File: src/rtl/onehot2bin_stream_if.sv
`default_nettype none
// +--------------------------------------------------------------------------+
// | onehot2bin_stream_if                                                     |
// | Valid/ready bus carrying one-hot beats in and encoded indices out.       |
// | Revision: 1.0                                                            |
// +--------------------------------------------------------------------------+
interface onehot2bin_stream_if #(
  parameter int ONEHOT_WIDTH = 16
);
  localparam int BIN_WIDTH = (ONEHOT_WIDTH == 1) ? 1 : $clog2(ONEHOT_WIDTH);

  logic                    in_valid;
  logic                    in_ready;
  logic [ONEHOT_WIDTH-1:0] in_onehot;
  logic                    out_valid;
  logic                    out_ready;
  logic [BIN_WIDTH-1:0]    out_bin;
  logic                    out_err;
  logic                    out_zero;

  // master: the environment feeding beats in and draining results
  modport master (
    output in_valid, in_onehot, out_ready,
    input  in_ready, out_valid, out_bin, out_err, out_zero
  );

  // slave: the encoder block itself
  modport slave (
    input  in_valid, in_onehot, out_ready,
    output in_ready, out_valid, out_bin, out_err, out_zero
  );
endinterface
`default_nettype wire

File: src/rtl/onehot2bin_stream.sv
`default_nettype none
// +--------------------------------------------------------------------------+
// | onehot2bin_stream                                                        |
// | Streaming one-hot to binary encoder with skid buffer and error counter.  |
// | Revision: 1.0                                                            |
// +--------------------------------------------------------------------------+
module onehot2bin_stream #(
  parameter int ONEHOT_WIDTH  = 16,
  parameter int BIN_WIDTH     = (ONEHOT_WIDTH == 1) ? 1 : $clog2(ONEHOT_WIDTH),
  parameter int ERR_CNT_WIDTH = 8
) (
  input  wire logic                     clk,
  input  wire logic                     rst,
  onehot2bin_stream_if.slave            bus,
  input  wire logic                     err_clr,
  output logic [ERR_CNT_WIDTH-1:0]      err_cnt
);

  localparam logic [ERR_CNT_WIDTH-1:0] c_cnt_max = '1;

  logic [BIN_WIDTH-1:0]     w_bin;
  logic                     w_zero;
  logic                     w_multi;
  logic                     w_err;
  logic                     w_in_acc;
  logic                     w_out_xfer;

  logic                     r_main_valid;
  logic [BIN_WIDTH-1:0]     r_main_bin;
  logic                     r_main_err;
  logic                     r_main_zero;
  logic                     r_skid_valid;
  logic [BIN_WIDTH-1:0]     r_skid_bin;
  logic                     r_skid_err;
  logic                     r_skid_zero;
  logic [ERR_CNT_WIDTH-1:0] r_err_cnt;

  // Descending scan so the lowest set bit is the last to win.
  always_comb begin
    w_bin = '0;
    for (int i = ONEHOT_WIDTH - 1; i >= 0; i--) begin
      if (bus.in_onehot[i]) begin
        w_bin = BIN_WIDTH'(i);
      end
    end
  end

  assign w_zero  = ~|bus.in_onehot;
  assign w_multi = |(bus.in_onehot & (bus.in_onehot - ONEHOT_WIDTH'(1)));
  assign w_err   = w_zero | w_multi;

  assign bus.in_ready  = !r_skid_valid && !rst;
  assign w_in_acc      = bus.in_valid && bus.in_ready;
  assign w_out_xfer    = r_main_valid && bus.out_ready;

  always_ff @(posedge clk) begin
    if (rst) begin
      r_main_valid <= 1'b0;
      r_main_bin   <= '0;
      r_main_err   <= 1'b0;
      r_main_zero  <= 1'b0;
      r_skid_valid <= 1'b0;
      r_skid_bin   <= '0;
      r_skid_err   <= 1'b0;
      r_skid_zero  <= 1'b0;
    end else if (w_out_xfer || !r_main_valid) begin
      // Main register is free this cycle: skid has priority to keep order.
      if (r_skid_valid) begin
        r_main_valid <= 1'b1;
        r_main_bin   <= r_skid_bin;
        r_main_err   <= r_skid_err;
        r_main_zero  <= r_skid_zero;
        r_skid_valid <= 1'b0;
      end else if (w_in_acc) begin
        r_main_valid <= 1'b1;
        r_main_bin   <= w_bin;
        r_main_err   <= w_err;
        r_main_zero  <= w_zero;
      end else begin
        r_main_valid <= 1'b0;
      end
    end else if (w_in_acc) begin
      r_skid_valid <= 1'b1;
      r_skid_bin   <= w_bin;
      r_skid_err   <= w_err;
      r_skid_zero  <= w_zero;
    end
  end

  always_ff @(posedge clk) begin
    if (rst) begin
      r_err_cnt <= '0;
    end else if (err_clr) begin
      r_err_cnt <= (w_in_acc && w_err) ? ERR_CNT_WIDTH'(1) : '0;
    end else if (w_in_acc && w_err && (r_err_cnt != c_cnt_max)) begin
      r_err_cnt <= r_err_cnt + ERR_CNT_WIDTH'(1);
    end
  end

  assign bus.out_valid = r_main_valid;
  assign bus.out_bin   = r_main_bin;
  assign bus.out_err   = r_main_err;
  assign bus.out_zero  = r_main_zero;
  assign err_cnt       = r_err_cnt;

`ifndef SYNTHESIS
  a_stall_stable: assert property (
    @(posedge clk) disable iff (rst)
    (r_main_valid && !bus.out_ready) |=>
      ($stable(r_main_bin) && $stable(r_main_err) && $stable(r_main_zero))
  ) else $error("output fields changed while stalled");

  a_zero_implies_err: assert property (
    @(posedge clk) disable iff (rst)
    r_main_zero |-> r_main_err
  ) else $error("out_zero set without out_err");
`endif

endmodule
`default_nettype wire

File: src/flat_wrapper.sv
// flat-port wrapper written by rule: the top's interface ports become plain ports
module onehot2bin_stream_flat 
#(
  parameter int ONEHOT_WIDTH  = 16,
  parameter int BIN_WIDTH     = (ONEHOT_WIDTH == 1) ? 1 : $clog2(ONEHOT_WIDTH),
  parameter int ERR_CNT_WIDTH = 8
)
  (clk, rst, err_clr, err_cnt, bus_in_valid, bus_in_onehot, bus_out_ready, bus_in_ready, bus_out_valid, bus_out_bin, bus_out_err, bus_out_zero);
  onehot2bin_stream_if #(.ONEHOT_WIDTH(ONEHOT_WIDTH)) bus_i ();
  input  wire logic clk;
  input  wire logic rst;
  input  wire logic err_clr;
  output logic [ERR_CNT_WIDTH-1:0] err_cnt;
  input wire logic [$bits(bus_i.in_valid)-1:0] bus_in_valid;
  input wire logic [$bits(bus_i.in_onehot)-1:0] bus_in_onehot;
  input wire logic [$bits(bus_i.out_ready)-1:0] bus_out_ready;
  output wire logic [$bits(bus_i.in_ready)-1:0] bus_in_ready;
  output wire logic [$bits(bus_i.out_valid)-1:0] bus_out_valid;
  output wire logic [$bits(bus_i.out_bin)-1:0] bus_out_bin;
  output wire logic [$bits(bus_i.out_err)-1:0] bus_out_err;
  output wire logic [$bits(bus_i.out_zero)-1:0] bus_out_zero;
  assign bus_i.in_valid = bus_in_valid;
  assign bus_i.in_onehot = bus_in_onehot;
  assign bus_i.out_ready = bus_out_ready;
  assign bus_in_ready = bus_i.in_ready;
  assign bus_out_valid = bus_i.out_valid;
  assign bus_out_bin = bus_i.out_bin;
  assign bus_out_err = bus_i.out_err;
  assign bus_out_zero = bus_i.out_zero;
  onehot2bin_stream #(.ONEHOT_WIDTH(ONEHOT_WIDTH), .BIN_WIDTH(BIN_WIDTH), .ERR_CNT_WIDTH(ERR_CNT_WIDTH)) u_core (.clk(clk), .rst(rst), .bus(bus_i), .err_clr(err_clr), .err_cnt(err_cnt));
endmodule
File: config.mk
export PLATFORM = sky130hd
export DESIGN_NAME = onehot2bin_stream_flat
export DESIGN_NICKNAME = d
export VERILOG_FILES = /design/src/rtl/onehot2bin_stream_if.sv /design/src/rtl/onehot2bin_stream.sv /design/src/flat_wrapper.sv
export SDC_FILE = /design/constraint.sdc
export NUM_CORES = 1
export LEC_CHECK = 0
export BUFFER_PORTS_ARGS = -buffer_cell sky130_fd_sc_hd__clkbuf_2
export CORE_ASPECT_RATIO = 1.1
export CORE_MARGIN = 2
export CORE_UTILIZATION = 35
export DETAILED_ROUTE_END_ITERATION = 8
export GPL_ROUTABILITY_DRIVEN = 0
export PLACE_DENSITY_LB_ADDON = 0.25
export SETUP_SLACK_MARGIN = 0.02
export SKIP_CTS_REPAIR_TIMING = 1
export SLEW_MARGIN = 20
export SYNTH_ARGS = -nofsm -noshare
export SYNTH_HDL_FRONTEND = slang
export SYNTH_SLANG_ARGS = --single-unit
File: constraint.sdc
create_clock -name clk -period 6.6 [get_ports clk]
set_clock_uncertainty 0.1 [all_clocks]
set_input_delay 0.99 -clock clk [delete_from_list [all_inputs] [get_ports clk]]
set_output_delay 0.99 -clock clk [all_outputs]
set_load 0.02 [all_outputs]
# --- Yosys cells after proc, flatten, opt, wreduce, memory -nomap -nowiden ---
# Cells that the tools add are included.
word_totals:
  reg_bits: 22
  in_bits: 21
  out_inout_bits: 16
  wordCells: 59
op_classes:
  n_addsub: 2
  eq_ne: 1
  muxes: 27
  bitwise_logic: 3
  n_reduce_logical: 17
op_table:
  columns: ["cell", "count"]
  rows:
  - ["$mux 4", 18]
  - ["$reduce_or 16->1", 2]
  - ["$and 16x16->16", 1]
  - ["$mux 8", 2]
  - ["$sub 16x1->16 const B", 1]
  - ["$add 8x1->8 const B", 1]
  - ["$ne 8x8->1 const B", 1]
  - ["$mux 1", 7]
  - ["$logic_and 1x1->1", 5]
  - ["$logic_not 1->1", 4]
  - ["$reduce_and 2->1", 2]
  - ["$reduce_bool 2->1", 2]
  - ["$reduce_or 2->1", 1]
  - ["$logic_or 1x1->1", 1]
  - ["$not 1->1", 1]
  - ["$or 1x1->1", 1]

# --- Longest topological paths before layout ---
# Gate-level depths: netlist of the first run.
depth:
  ltp_word: 18
  ltp_mapped: 7
  mapped_depth_nobuf: 6

# --- Worst setup path after synthesis of the first run ---
# OpenSTA, ideal clock, no wires.
synth_path:
  kind: "input -> register"
  startpoint: "input bus_in_onehot[1]"
  endpoint: "register u_core.r_err_cnt[1], in the netlist u_core.err_cnt[1]"
  setup_time_ns: 0.072
  arrival_time_ns: 2.971
  slack_ns: 3.458
  path_stages: 6
  path_cell_list: "or4_1 > o31a_1 > or4_4 > or3_4 > nand3_1 > mux2i_1"
synth_between:
  elab_chain_len: 7
  word_cells_on_any_way: 9
  classes_between: "add/sub (1); bitwise (2); reduce/logical (6)"
synth_lines:
  columns: ["item", "line", "rtl"]
  rows:
  - ["start: declaration", "flat_wrapper.sv:15", "input wire logic [$bits(bus_i.in_onehot)-1:0] bus_in_onehot;"]
  - ["$sub 16x1->16", "onehot2bin_stream.sv:49", "assign w_multi = |(bus.in_onehot & (bus.in_onehot - ONEHOT_WIDTH'(1)));"]
  - ["$and 16x16->16", "onehot2bin_stream.sv:49", null]
  - ["$reduce_or 16->1", "onehot2bin_stream.sv:49", null]
  - ["$or 1x1->1 (*)", "onehot2bin_stream.sv:50", "assign w_err = w_zero | w_multi;"]
  - ["$logic_and 1x1->1 (*) (2 in a row)", "onehot2bin_stream.sv:95", "end else if (w_in_acc && w_err && (r_err_cnt != c_cnt_max)) begin"]
  - ["$reduce_bool 2->1 (no line) (*)", null, null]
  - ["end signal: assignment", "onehot2bin_stream.sv:94", "r_err_cnt <= (w_in_acc && w_err) ? ERR_CNT_WIDTH'(1) : '0;"]
  - ["end signal: assignment", "onehot2bin_stream.sv:96", "r_err_cnt <= r_err_cnt + ERR_CNT_WIDTH'(1);"]
  - ["end: declaration", "onehot2bin_stream.sv:36", "logic [ERR_CNT_WIDTH-1:0] r_err_cnt;"]
# Every way passes the cells marked *; elsewhere a longest branch is shown, timed or not.
# A chain may end at the register's enable or synchronous reset.

# --- Worst setup path in the final report of the first run ---
layout_path:
  startpoint: "input bus_in_onehot[1]"
  endpoint: "register u_core.r_err_cnt[0], in the netlist u_core.err_cnt[0]"
layout_between:
  elab_chain_len: 7
  word_cells_on_any_way: 11
  classes_between: "add/sub (1); mux (2); bitwise (2); reduce/logical (6)"
layout_lines:
  columns: ["item", "line"]
  rows:
  - ["$sub 16x1->16", "onehot2bin_stream.sv:49"]
  - ["$and 16x16->16", "onehot2bin_stream.sv:49"]
  - ["$reduce_or 16->1", "onehot2bin_stream.sv:49"]
  - ["$or 1x1->1 (*)", "onehot2bin_stream.sv:50"]
  - ["$logic_and 1x1->1 (*)", "onehot2bin_stream.sv:94, onehot2bin_stream.sv:95"]
  - ["$mux 1 / $logic_and 1x1->1 (equally long branches)", "onehot2bin_stream.sv:94, onehot2bin_stream.sv:95"]
  - ["$mux 8 / $reduce_bool 2->1 (equally long branches)", null]
# Marks and branches as above.

==> impl_results.html, run 1 <==
<table>
<tr><th>Metric</th><th>Value</th></tr>
<tr><th colspan="2">Synth</th></tr>
<tr><td>Number of enable-type register cells in the synthesized netlist</td><td>0</td></tr>
<tr><td>Sequential-to-total area share from yosys stat</td><td>0.325</td></tr>
<tr><td>Number of flip-flops and latches in the synthesized netlist</td><td>22</td></tr>
<tr><td>Distinct cell type count after synthesis</td><td>47</td></tr>
<tr><td>Net Count, Synth</td><td>roughly 190</td></tr>
<tr><td>Mean Syn Cell Area</td><td>a little under 8 µm²</td></tr>
<tr><td>Yosys warning count</td><td>0</td></tr>
<tr><td>Share of async-settable or async-resettable flops after synthesis</td><td>0</td></tr>
<tr><td>Gate count after technology mapping</td><td>171</td></tr>
<tr><td>Ys flop type</td><td>sky130_fd_sc_hd__dfxtp_1</td></tr>
<tr><td>Total standard cell area after synthesis</td><td>~1400 µm²</td></tr>
<tr><th colspan="2">Job</th></tr>
<tr><td>Maximum capacitance violations</td><td>0</td></tr>
<tr><th colspan="2">CTS</th></tr>
<tr><td>Root buffer cell</td><td>sky130_fd_sc_hd__clkbuf_8</td></tr>
<tr><td>Clock transition at the register clock pins on the worst setup and hold paths after CTS</td><td>80 ps</td></tr>
<tr><td>Clock tree sinks</td><td>22</td></tr>
<tr><td>CTS tree</td><td>built</td></tr>
<tr><td>H-tree level count</td><td>1</td></tr>
<tr><td>Clock network latency to the later pin of the worst-skew pair</td><td>about 260 ps</td></tr>
<tr><td>Number of buffers added by the clock tree synthesis step</td><td>3</td></tr>
<tr><td>Clock buffer depth</td><td>2</td></tr>
<tr><th colspan="2">Setup path</th></tr>
<tr><td>Crit Path Category</td><td>primary input to flop</td></tr>
<tr><td>Depth of the worst register-to-register path</td><td>5</td></tr>
<tr><td>Maximum net fanout on the critical path</td><td>11</td></tr>
<tr><td>Largest stage delay on the critical path</td><td>600 ps</td></tr>
<tr><td>Critical path required time</td><td>between 6000 and 7000 ps</td></tr>
<tr><td>Critical path launch point</td><td>bus_in_onehot[1]</td></tr>
<tr><td>Register-to-register path setup slack</td><td>between 4000 and 5000 ps</td></tr>
<tr><td>Crit path launch type</td><td>primary input</td></tr>
<tr><td>Worst r2r dst</td><td>u_core.err_cnt[4]$_SDFFE_PP0P_</td></tr>
<tr><td>Capturing element of the worst setup path</td><td>u_core.err_cnt[0]$_SDFFE_PP0P_</td></tr>
<tr><td>List of cells traversed by the critical path</td><td>clkbuf_2, nor4_2, a41oi_1, or4_4, nor3_2, nor2_1, a22o_1</td></tr>
<tr><td>Data arrival at the endpoint of the critical path</td><td>roughly 3400 ps</td></tr>
<tr><td>Critical-path cell with the highest stage delay</td><td>sky130_fd_sc_hd__nor4_2</td></tr>
<tr><td>Launching point of the worst reg2reg path</td><td>u_core.r_skid_valid$_SDFFE_PP0P_</td></tr>
<tr><td>Capturing element type of the critical path</td><td>flop</td></tr>
<tr><th colspan="2">Routing</th></tr>
<tr><td>Remaining antenna violation count</td><td>0</td></tr>
<tr><td>Total length of routed met3 wires</td><td>about 150 µm</td></tr>
<tr><td>Number of vias per cell after detailed routing</td><td>5.44</td></tr>
<tr><td>1st-iter DRT viols</td><td>56</td></tr>
<tr><td>Top routing layer used</td><td>met4</td></tr>
<tr><td>Met2 routed WL</td><td>approximately 1500 µm</td></tr>
<tr><td>Iteration count of the initial detailed-routing pass</td><td>4</td></tr>
<tr><td>Wl on met1</td><td>between 1500 and 2000 µm</td></tr>
<tr><td>Vias post-DR</td><td>roughly 1400</td></tr>
<tr><td>Drt wl/cell</td><td>around 13 µm</td></tr>
<tr><td>Total wire length after detailed routing</td><td>between 3000 and 4000 µm</td></tr>
<tr><td>Remaining routing DRC violations</td><td>0</td></tr>
<tr><th colspan="2">STA</th></tr>
<tr><td>Final setup viols</td><td>0</td></tr>
<tr><td>Final worst path period share</td><td>0.509</td></tr>
<tr><td>RSZ-0062 raised after global routing</td><td>no</td></tr>
<tr><td>Post-layout min period</td><td>around 3400 ps</td></tr>
<tr><td>Actual transition at the worst max-transition pin</td><td>a little over 600 ps</td></tr>
<tr><td>Minimum hold slack</td><td>~360 ps</td></tr>
<tr><td>Relative slew slack</td><td>0.587</td></tr>
<tr><td>Summed negative setup slack over all endpoints</td><td>0 ps</td></tr>
<tr><td>Count of endpoints failing hold in the final timing report</td><td>0</td></tr>
<tr><td>Count of pins over their slew limit</td><td>0</td></tr>
<tr><td>FMAX</td><td>between 200 and 300 MHz</td></tr>
<tr><th colspan="2">Final layout</th></tr>
<tr><td>Total number of nets in the final design</td><td>230</td></tr>
<tr><td>Final Non-Filler Cells</td><td>approximately 260</td></tr>
<tr><td>Most frequent standard cell in the layout excluding fill and tap cells</td><td>sky130_fd_sc_hd__clkbuf_2</td></tr>
<tr><td>Synthesis-to-finish area growth</td><td>19.9%</td></tr>
<tr><td>N_diodes</td><td>0</td></tr>
<tr><td>Most used cells in the layout excluding fill and tap cells</td><td>sky130_fd_sc_hd__clkbuf_2 (36), sky130_fd_sc_hd__nor2_1 (22), sky130_fd_sc_hd__dfxtp_1 (22), sky130_fd_sc_hd__nand2_1 (17), sky130_fd_sc_hd__a21oi_1 (12)</td></tr>
<tr><td>Layout cells sized above 1</td><td>0.252</td></tr>
<tr><th colspan="2">Die</th></tr>
<tr><td>Die span in y</td><td>around 69 µm</td></tr>
<tr><td>Die width</td><td>63.3 µm</td></tr>
<tr><td>I/O pin count</td><td>37</td></tr>
<tr><td>Starting density of the core</td><td>0.368</td></tr>
<tr><td>Core ar.</td><td>between 3000 and 4000 µm²</td></tr>
<tr><td>DIE AREA</td><td>4390 µm²</td></tr>
<tr><td># rows</td><td>23</td></tr>
<tr><th colspan="2">Power</th></tr>
<tr><td>Leakage power of the design</td><td>approximately 0.61 nW</td></tr>
<tr><td>Power per cell area</td><td>between 150 and 200 nW/µm²</td></tr>
<tr><td>Maximum vdd drop</td><td>between 0.05 and 0.06 mV</td></tr>
<tr><td>Overall power of the completed layout</td><td>0.000271 W</td></tr>
<tr><th colspan="2">Global routing</th></tr>
<tr><td>Via count of the first global-routing pass</td><td>~1300</td></tr>
<tr><td>Largest net degree at the start of global routing</td><td>20</td></tr>
<tr><td>Wire length of the first global-routing pass</td><td>about 5700 µm</td></tr>
<tr><td>Remaining global-route overflow</td><td>0</td></tr>
<tr><td>Antenna violations before repair</td><td>0</td></tr>
<tr><td>Aggregate global-route resource usage</td><td>0.157</td></tr>
<tr><th colspan="2">Placed design</th></tr>
<tr><td>Instance count after placement with tap cells included</td><td>~250</td></tr>
<tr><td>IO Port Bufs</td><td>36</td></tr>
<tr><td>DPL Wire Length</td><td>2550 µm</td></tr>
<tr><th colspan="2">Worst hold path</th></tr>
<tr><td>Hold crit path type</td><td>flop to flop</td></tr>
<tr><th colspan="2">Run status</th></tr>
<tr><td>Result of the run</td><td>finished, final reports clean</td></tr>
</table>
==> flip-flops by register name, indices dropped and copies added, names as in the netlist <==
register and count:
u_core.bus.out_bin 4, u_core.bus.out_err 1, u_core.bus.out_valid 1, u_core.bus.out_zero 1, u_core.err_cnt 8, u_core.r_skid_bin 4, u_core.r_skid_err 1, u_core.r_skid_valid 1
u_core.r_skid_zero 1
==> power breakdown <==
group / switching [W] / internal [W] / total (W)
logic: 0.0000305 / 0.0000187 / 0.0000492
clock network: 0.0000416 / 0.0000407 / 0.0000823
registers: 0.00000251 / 0.000137 / 0.000139
total: 0.0000745 / 0.000196 / 0.000271
==> stage by stage <==
| step | utilization | worst slack [ps] | instance area, µm² |
|---|---|---|---|
| floorplan | - | 3460 | 1360 |
| CTS | 0.441 | 3260 | 1620 |
| finish | 0.441 | 3240 | 1620 |
| global route | 0.441 | 3070 | 1620 |
| global placement | 0.430 | 3070 | 1580 |
| detailed placement | 0.430 | 2990 | 1580 |
==> cell usage after synthesis (3+ instances only) <==
library cell                n  area share
sky130_fd_sc_hd__nor2_1    22       0.061
sky130_fd_sc_hd__o21ai_0    6       0.022
sky130_fd_sc_hd__a211oi_1   6       0.033
sky130_fd_sc_hd__nand3_1    8       0.030
sky130_fd_sc_hd__or4_1      4       0.022
sky130_fd_sc_hd__a41oi_1    3       0.019
sky130_fd_sc_hd__mux2i_1    4       0.030
sky130_fd_sc_hd__a21oi_1   12       0.044
sky130_fd_sc_hd__o211ai_1   3       0.017
sky130_fd_sc_hd__inv_1      3      0.0083
sky130_fd_sc_hd__or3_1      4       0.018
sky130_fd_sc_hd__nor3_1     4       0.015
sky130_fd_sc_hd__nand2_1   17       0.047
sky130_fd_sc_hd__a311oi_1   3       0.019
sky130_fd_sc_hd__o31ai_1    4       0.022
sky130_fd_sc_hd__nand2b_1   5       0.023
sky130_fd_sc_hd__clkbuf_1   4       0.011
sky130_fd_sc_hd__dfxtp_1   22        0.33
sky130_fd_sc_hd__nor4_2     3       0.028
==> final cells by class <==
class                           count  area [µm²]
Fill cell                         421        2060
Tap cell                           50        62.6
Inverter                            4        15.0
Sequential cell                    22         440
Timing Repair Buffer               37         188
Clock buffer                        3        41.3
Multi-Input combinational cell    140         877
==> kinds of logic after synthesis <==
logic type / count (synthesis) / synth area share
AOI/OAI and AO/OA: 50 / 0.256
adders and majority gates: 2 / 0.0166
buffers and inverters: 9 / 0.0277
DFF: 22 / 0.325
muxes: 4 / 0.0295
and+or+nand+nor: 84 / 0.345
==> per-layer routing <==
layer  track usage  up-vias
li1              -      723
met1         0.211      621
met2         0.247       42
met3        0.0211        7
met4        0.0749        0
met5             0        -
==> critical path: cells and delay by family <==
| family | cells | cell delay, ps |
|---|---|---|
| AND/OR/NAND/NOR | 4 | 1860 |
| AO/OA/AOI/OAI | 2 | 440 |
| buffers and inverters | 1 | 120 |
==> worst min path at each step <==
stage	startpoint	endpoint	slack (ps)	depth (start not counted)
after floorplan	u_core.r_skid_bin[3]$_SDFFE_PP0P_	u_core.r_skid_bin[3]$_SDFFE_PP0P_	340	2
after global placement	u_core.r_skid_bin[3]$_SDFFE_PP0P_	u_core.r_skid_bin[3]$_SDFFE_PP0P_	340	2
after detailed placement	u_core.r_skid_bin[1]$_SDFFE_PP0P_	u_core.r_skid_bin[1]$_SDFFE_PP0P_	350	2
after CTS	u_core.r_skid_bin[1]$_SDFFE_PP0P_	u_core.r_skid_bin[1]$_SDFFE_PP0P_	360	2
after global routing	u_core.r_skid_bin[1]$_SDFFE_PP0P_	u_core.r_skid_bin[1]$_SDFFE_PP0P_	380	2
final	u_core.r_skid_bin[1]$_SDFFE_PP0P_	u_core.r_skid_bin[1]$_SDFFE_PP0P_	360	2
No activity file was read; power rests on OpenSTA's default activity.
==> run 2: changes to the inputs <==
- ABC_AREA: unset -> 1
- clock period: 6.6 -> 3.1 ns (I/O delays scaled with it)
==> impl_results.html, run 2 <==
<table>
<tr><th>Metric</th><th>Value</th></tr>
<tr><th colspan="2">Setup path</th></tr>
<tr><td>Library cell appearing most often on the critical path</td><td>sky130_fd_sc_hd__nand2_1</td></tr>
<tr><td>Critical path required time</td><td>3210 ps (was 6660 ps)</td></tr>
<tr><td>Maximum net fanout on the critical path</td><td>7 (was 11)</td></tr>
<tr><td>Critical-path cell with the highest stage delay</td><td>sky130_fd_sc_hd__dfxtp_1 (was sky130_fd_sc_hd__nor4_2)</td></tr>
<tr><td>Data arrival at the endpoint of the critical path</td><td>1970 ps (was 3410 ps)</td></tr>
<tr><td>Worst Path Buf+Inv</td><td>1 (unchanged)</td></tr>
<tr><td>Kind of cell adding the most delay to the critical path</td><td>simple AND/OR/NAND/NOR gates (unchanged)</td></tr>
<tr><td>Largest stage delay on the critical path</td><td>410 ps (was 600 ps)</td></tr>
<tr><td>Crit path launch type</td><td>flop (was primary input)</td></tr>
<tr><td>Crit Path Category</td><td>flop to flop (was primary input to flop)</td></tr>
<tr><td>Capturing element type of the critical path</td><td>flop (unchanged)</td></tr>
<tr><td>List of cells traversed by the critical path</td><td>ha_1, nand2_1, nor3_1, nand3_1, nand3b_4, nand2_4, clkinv_2, nand2_1, a21oi_2 (was clkbuf_2, nor4_2, a41oi_1, or4_4, nor3_2, nor2_1, a22o_1)</td></tr>
<tr><th colspan="2">STA</th></tr>
<tr><td>Relative slew slack</td><td>0.700 (was 0.587)</td></tr>
<tr><td>Count of pins over their slew limit</td><td>0 (unchanged)</td></tr>
<tr><td>Minimum hold slack</td><td>370 ps (was 357 ps)</td></tr>
<tr><td>Count of endpoints failing hold in the final timing report</td><td>0 (unchanged)</td></tr>
<tr><td>Final setup viols</td><td>0 (unchanged)</td></tr>
<tr><td>FMAX</td><td>around 540 MHz</td></tr>
<tr><td>Final worst path period share</td><td>0.599</td></tr>
<tr><td>Summed negative setup slack over all endpoints</td><td>0 ps (unchanged)</td></tr>
<tr><td>RSZ-0062 raised after global routing</td><td>no (unchanged)</td></tr>
<tr><td>Actual transition at the worst max-transition pin</td><td>449 ps (was 614 ps)</td></tr>
<tr><td>Post-layout min period</td><td>1860 ps</td></tr>
<tr><th colspan="2">Synth</th></tr>
<tr><td>Total standard cell area after synthesis</td><td>1350 µm² (was 1360 µm²)</td></tr>
<tr><td>Cell type with the highest aggregate area in the netlist</td><td>sky130_fd_sc_hd__dfxtp_1 (unchanged)</td></tr>
<tr><td>Number of enable-type register cells in the synthesized netlist</td><td>0 (unchanged)</td></tr>
<tr><td>Top cells by area, synth</td><td>sky130_fd_sc_hd__dfxtp_1 (33%), sky130_fd_sc_hd__nand2_1 (12%), sky130_fd_sc_hd__inv_1 (8.6%) (was sky130_fd_sc_hd__dfxtp_1 (33%), sky130_fd_sc_hd__nor2_1 (6.1%), sky130_fd_sc_hd__nand2_1 (4.7%))</td></tr>
<tr><td>Leading cell type by number of instances after synthesis</td><td>sky130_fd_sc_hd__nand2_1</td></tr>
<tr><td>Net Count, Synth</td><td>232 (was 193)</td></tr>
<tr><td>Most common library cells after synthesis</td><td>sky130_fd_sc_hd__nand2_1 (44), sky130_fd_sc_hd__inv_1 (31), sky130_fd_sc_hd__nor2_1 (24) (was sky130_fd_sc_hd__dfxtp_1 (22), sky130_fd_sc_hd__nor2_1 (22), sky130_fd_sc_hd__nand2_1 (17))</td></tr>
<tr><td>Sequential-to-total area share from yosys stat</td><td>0.327 (was 0.325)</td></tr>
<tr><td>Area fraction of the dominant cell type after synthesis</td><td>0.327 (was 0.325)</td></tr>
<tr><td>Yosys warning count</td><td>0 (unchanged)</td></tr>
<tr><td>Gate count after technology mapping</td><td>210 (was 171)</td></tr>
<tr><td>Share of async-settable or async-resettable flops after synthesis</td><td>0 (unchanged)</td></tr>
<tr><td>Distinct cell type count after synthesis</td><td>27 (was 47)</td></tr>
<tr><td>Number of flip-flops and latches in the synthesized netlist</td><td>22 (unchanged)</td></tr>
<tr><td>Ys flop type</td><td>sky130_fd_sc_hd__dfxtp_1 (unchanged)</td></tr>
<tr><td>Mean Syn Cell Area</td><td>6.42 µm² (was 7.92 µm²)</td></tr>
<tr><th colspan="2">Power</th></tr>
<tr><td>Leakage power of the design</td><td>0.799 nW (was 0.609 nW)</td></tr>
<tr><td>Share of power burned in registers</td><td>0.484 (was 0.515)</td></tr>
<tr><td>Sw Pwr</td><td>0.000174 W (was 0.0000745 W)</td></tr>
<tr><td>Maximum vdd drop</td><td>0.207 mV (was 0.0537 mV)</td></tr>
<tr><td>Cell-internal power</td><td>0.000447 W (was 0.000196 W)</td></tr>
<tr><td>Power per cell area</td><td>380 nW/µm² (was 167 nW/µm²)</td></tr>
<tr><td>Switching share of power</td><td>0.280 (was 0.275)</td></tr>
<tr><td>Combinational cell fraction of total power</td><td>0.177 (was 0.181)</td></tr>
<tr><td>Power share of the clock group</td><td>0.339 (was 0.304)</td></tr>
<tr><th colspan="2">Routing</th></tr>
<tr><td>Total wire length after detailed routing</td><td>3000 µm (was 3250 µm)</td></tr>
<tr><td>Vias post-DR</td><td>1415 (was 1393)</td></tr>
<tr><td>Remaining routing DRC violations</td><td>0 (unchanged)</td></tr>
<tr><td>Total length of routed met3 wires</td><td>118 µm (was 151 µm)</td></tr>
<tr><td>Drt wl/cell</td><td>10.1 µm (was 12.7 µm)</td></tr>
<tr><td>Top routing layer used</td><td>met4 (unchanged)</td></tr>
<tr><td>1st-iter DRT viols</td><td>84 (was 56)</td></tr>
<tr><td>Number of vias per cell after detailed routing</td><td>4.76 (was 5.44)</td></tr>
<tr><td>Remaining antenna violation count</td><td>0 (unchanged)</td></tr>
<tr><td>Met2 routed WL</td><td>1480 µm (about the same)</td></tr>
<tr><td>Wl on met1</td><td>1380 µm (was 1540 µm)</td></tr>
<tr><td>Iteration count of the initial detailed-routing pass</td><td>4 (unchanged)</td></tr>
<tr><th colspan="2">Die</th></tr>
<tr><td>I/O pin count</td><td>37 (unchanged)</td></tr>
<tr><td>Starting density of the core</td><td>0.369 (was 0.368)</td></tr>
<tr><td>Die width</td><td>63.2 µm (was 63.3 µm)</td></tr>
<tr><td>Core ar.</td><td>3650 µm² (was 3680 µm²)</td></tr>
<tr><td>Die span in y</td><td>69.1 µm (was 69.3 µm)</td></tr>
<tr><td># rows</td><td>23 (unchanged)</td></tr>
<tr><td>DIE AREA</td><td>4360 µm² (was 4390 µm²)</td></tr>
<tr><th colspan="2">Global routing</th></tr>
<tr><td>Remaining global-route overflow</td><td>0 (unchanged)</td></tr>
<tr><td>Via count of the first global-routing pass</td><td>1353 (was 1269)</td></tr>
<tr><td>Largest net degree at the start of global routing</td><td>13 (was 20)</td></tr>
<tr><td>Aggregate global-route resource usage</td><td>0.153 (was 0.157)</td></tr>
<tr><td>Wire length of the first global-routing pass</td><td>5510 µm (was 5690 µm)</td></tr>
<tr><td>Antenna violations before repair</td><td>0 (unchanged)</td></tr>
<tr><th colspan="2">Worst hold path</th></tr>
<tr><td>Hold crit path type</td><td>flop to flop (unchanged)</td></tr>
<tr><th colspan="2">Final layout</th></tr>
<tr><td>Layout cells sized above 1</td><td>0.247 (was 0.252)</td></tr>
<tr><td>N_diodes</td><td>0 (unchanged)</td></tr>
<tr><td>Synthesis-to-finish area growth</td><td>21.3% (was 19.9%)</td></tr>
<tr><td>Number of flip-flops under the largest register name</td><td>8 (unchanged)</td></tr>
<tr><td>Number of fill cells</td><td>401 (was 421)</td></tr>
<tr><td>Most frequent standard cell in the layout excluding fill and tap cells</td><td>sky130_fd_sc_hd__nand2_1 (was sky130_fd_sc_hd__clkbuf_2)</td></tr>
<tr><td>Area of the multi-input gates</td><td>767 µm² (was 877 µm²)</td></tr>
<tr><td>Most used cells in the layout excluding fill and tap cells</td><td>sky130_fd_sc_hd__nand2_1 (44), sky130_fd_sc_hd__clkbuf_2 (36), sky130_fd_sc_hd__inv_1 (31), sky130_fd_sc_hd__nor2_1 (24) (was sky130_fd_sc_hd__clkbuf_2 (36), sky130_fd_sc_hd__nor2_1 (22), sky130_fd_sc_hd__dfxtp_1 (22), sky130_fd_sc_hd__nand2_1 (17), sky130_fd_sc_hd__a21oi_1 (12))</td></tr>
<tr><td>Total number of nets in the final design</td><td>270 (was 230)</td></tr>
<tr><td>Area used by sequential logic in the layout</td><td>440 µm² (unchanged)</td></tr>
<tr><td>Util after Layout</td><td>0.447 (was 0.441)</td></tr>
<tr><th colspan="2">CTS</th></tr>
<tr><td>Clock network latency to the later pin of the worst-skew pair</td><td>260 ps (about the same)</td></tr>
<tr><td>Number of buffers added by the clock tree synthesis step</td><td>3 (unchanged)</td></tr>
<tr><td>Root buffer cell</td><td>sky130_fd_sc_hd__clkbuf_8 (unchanged)</td></tr>
<tr><td>H-tree level count</td><td>1 (unchanged)</td></tr>
<tr><td>CTS tree</td><td>built (unchanged)</td></tr>
<tr><td>Clock tree sinks</td><td>22 (unchanged)</td></tr>
<tr><td>Clock transition at the register clock pins on the worst setup and hold paths after CTS</td><td>80 ps (about the same)</td></tr>
<tr><td>Clock buffer depth</td><td>2 (unchanged)</td></tr>
<tr><th colspan="2">Placed design</th></tr>
<tr><td>DPL Wire Length</td><td>2400 µm (was 2550 µm)</td></tr>
<tr><td>IO Port Bufs</td><td>36 (unchanged)</td></tr>
<tr><th colspan="2">Job</th></tr>
<tr><td>Maximum capacitance violations</td><td>0 (unchanged)</td></tr>
<tr><th colspan="2">Run status</th></tr>
<tr><td>Result of the run</td><td>finished, final reports clean (unchanged)</td></tr>
</table>
-- run 2: cell count changes after synthesis, sizes merged, moves of 8 or more --
cell	before	now
inv	3	33
o21ai	6	24
nor2	22	32
a21oi	12	20
nand2	17	50
-- run 2: cell type report --
| type | count | share of cell area |
|---|---|---|
| clock buffer | 4 | 0.0337 |
| inverter | 34 | 0.0789 |
| multi-input combinational | 151 | 0.469 |
| sequential | 22 | 0.270 |
| tap | 50 | 0.0383 |
| timing repair buffer | 36 | 0.110 |
-- run 2: worst reg2reg max path, cell delays in order (launching register included) --
cell	delay [ps]
sky130_fd_sc_hd__dfxtp_1	410
sky130_fd_sc_hd__ha_1	200
sky130_fd_sc_hd__nand2_1	90
sky130_fd_sc_hd__nor3_1	280
sky130_fd_sc_hd__nand3_1	240
sky130_fd_sc_hd__nand3b_4	180
sky130_fd_sc_hd__nand2_4	70
sky130_fd_sc_hd__clkinv_2	60
sky130_fd_sc_hd__nand2_1	50
sky130_fd_sc_hd__a21oi_2	130
-- run 2: worst paths after layout --
check	from	to	slack, ps	cells after the start
setup reg to reg	u_core.err_cnt[1]$_SDFFE_PP0P_	u_core.err_cnt[6]$_SDFFE_PP0P_	1240	9
hold reg to reg	u_core.bus.out_bin[0]$_SDFFE_PP0P_	u_core.bus.out_bin[0]$_SDFFE_PP0P_	370	2
setup / recovery	u_core.err_cnt[1]$_SDFFE_PP0P_	u_core.err_cnt[6]$_SDFFE_PP0P_	1240	9
hold / removal	u_core.bus.out_bin[0]$_SDFFE_PP0P_	u_core.bus.out_bin[0]$_SDFFE_PP0P_	370	2
-- run 2: metal layers --
layer,GRT usage,up-vias
li1,-,753
met1,0.181,632
met2,0.273,28
met4,0.0346,0
met3,0.0375,2
met5,0,-
-- run 2: power groups by stage --
stage | Combinational (W) | Clock [W] | Sequential [W]
floorplan | 0.0000621 | 0 | 0.000316
global placement | 0.000111 | 0 | 0.000307
detailed placement | 0.000111 | 0 | 0.000307
CTS | 0.000112 | 0.000216 | 0.000300
global route | 0.000127 | 0.000227 | 0.000302
finish | 0.000110 | 0.000210 | 0.000300
-- run 2: through the flow --
step | instance area, µm² | worst slack, ps | std cells | power (W)
after floorplan | 1350 | 1090 | 210 | 0.000378
after global placement | 1580 | 976 | 293 | 0.000418
after detailed placement | 1580 | 947 | 293 | 0.000418
after CTS | 1630 | 1230 | 297 | 0.000628
after global routing | 1630 | 1040 | 297 | 0.000656
final | 1630 | 1240 | 297 | 0.000621
-- run 2: kinds of logic after synthesis --
family | count (synthesis) | share of synthesized area
xor+xnor | 2 | 0.0130
fa+ha+maj | 1 | 0.00928
compound gates | 53 | 0.213
buf+inv | 37 | 0.104
simple gates | 95 | 0.334
flops | 22 | 0.327
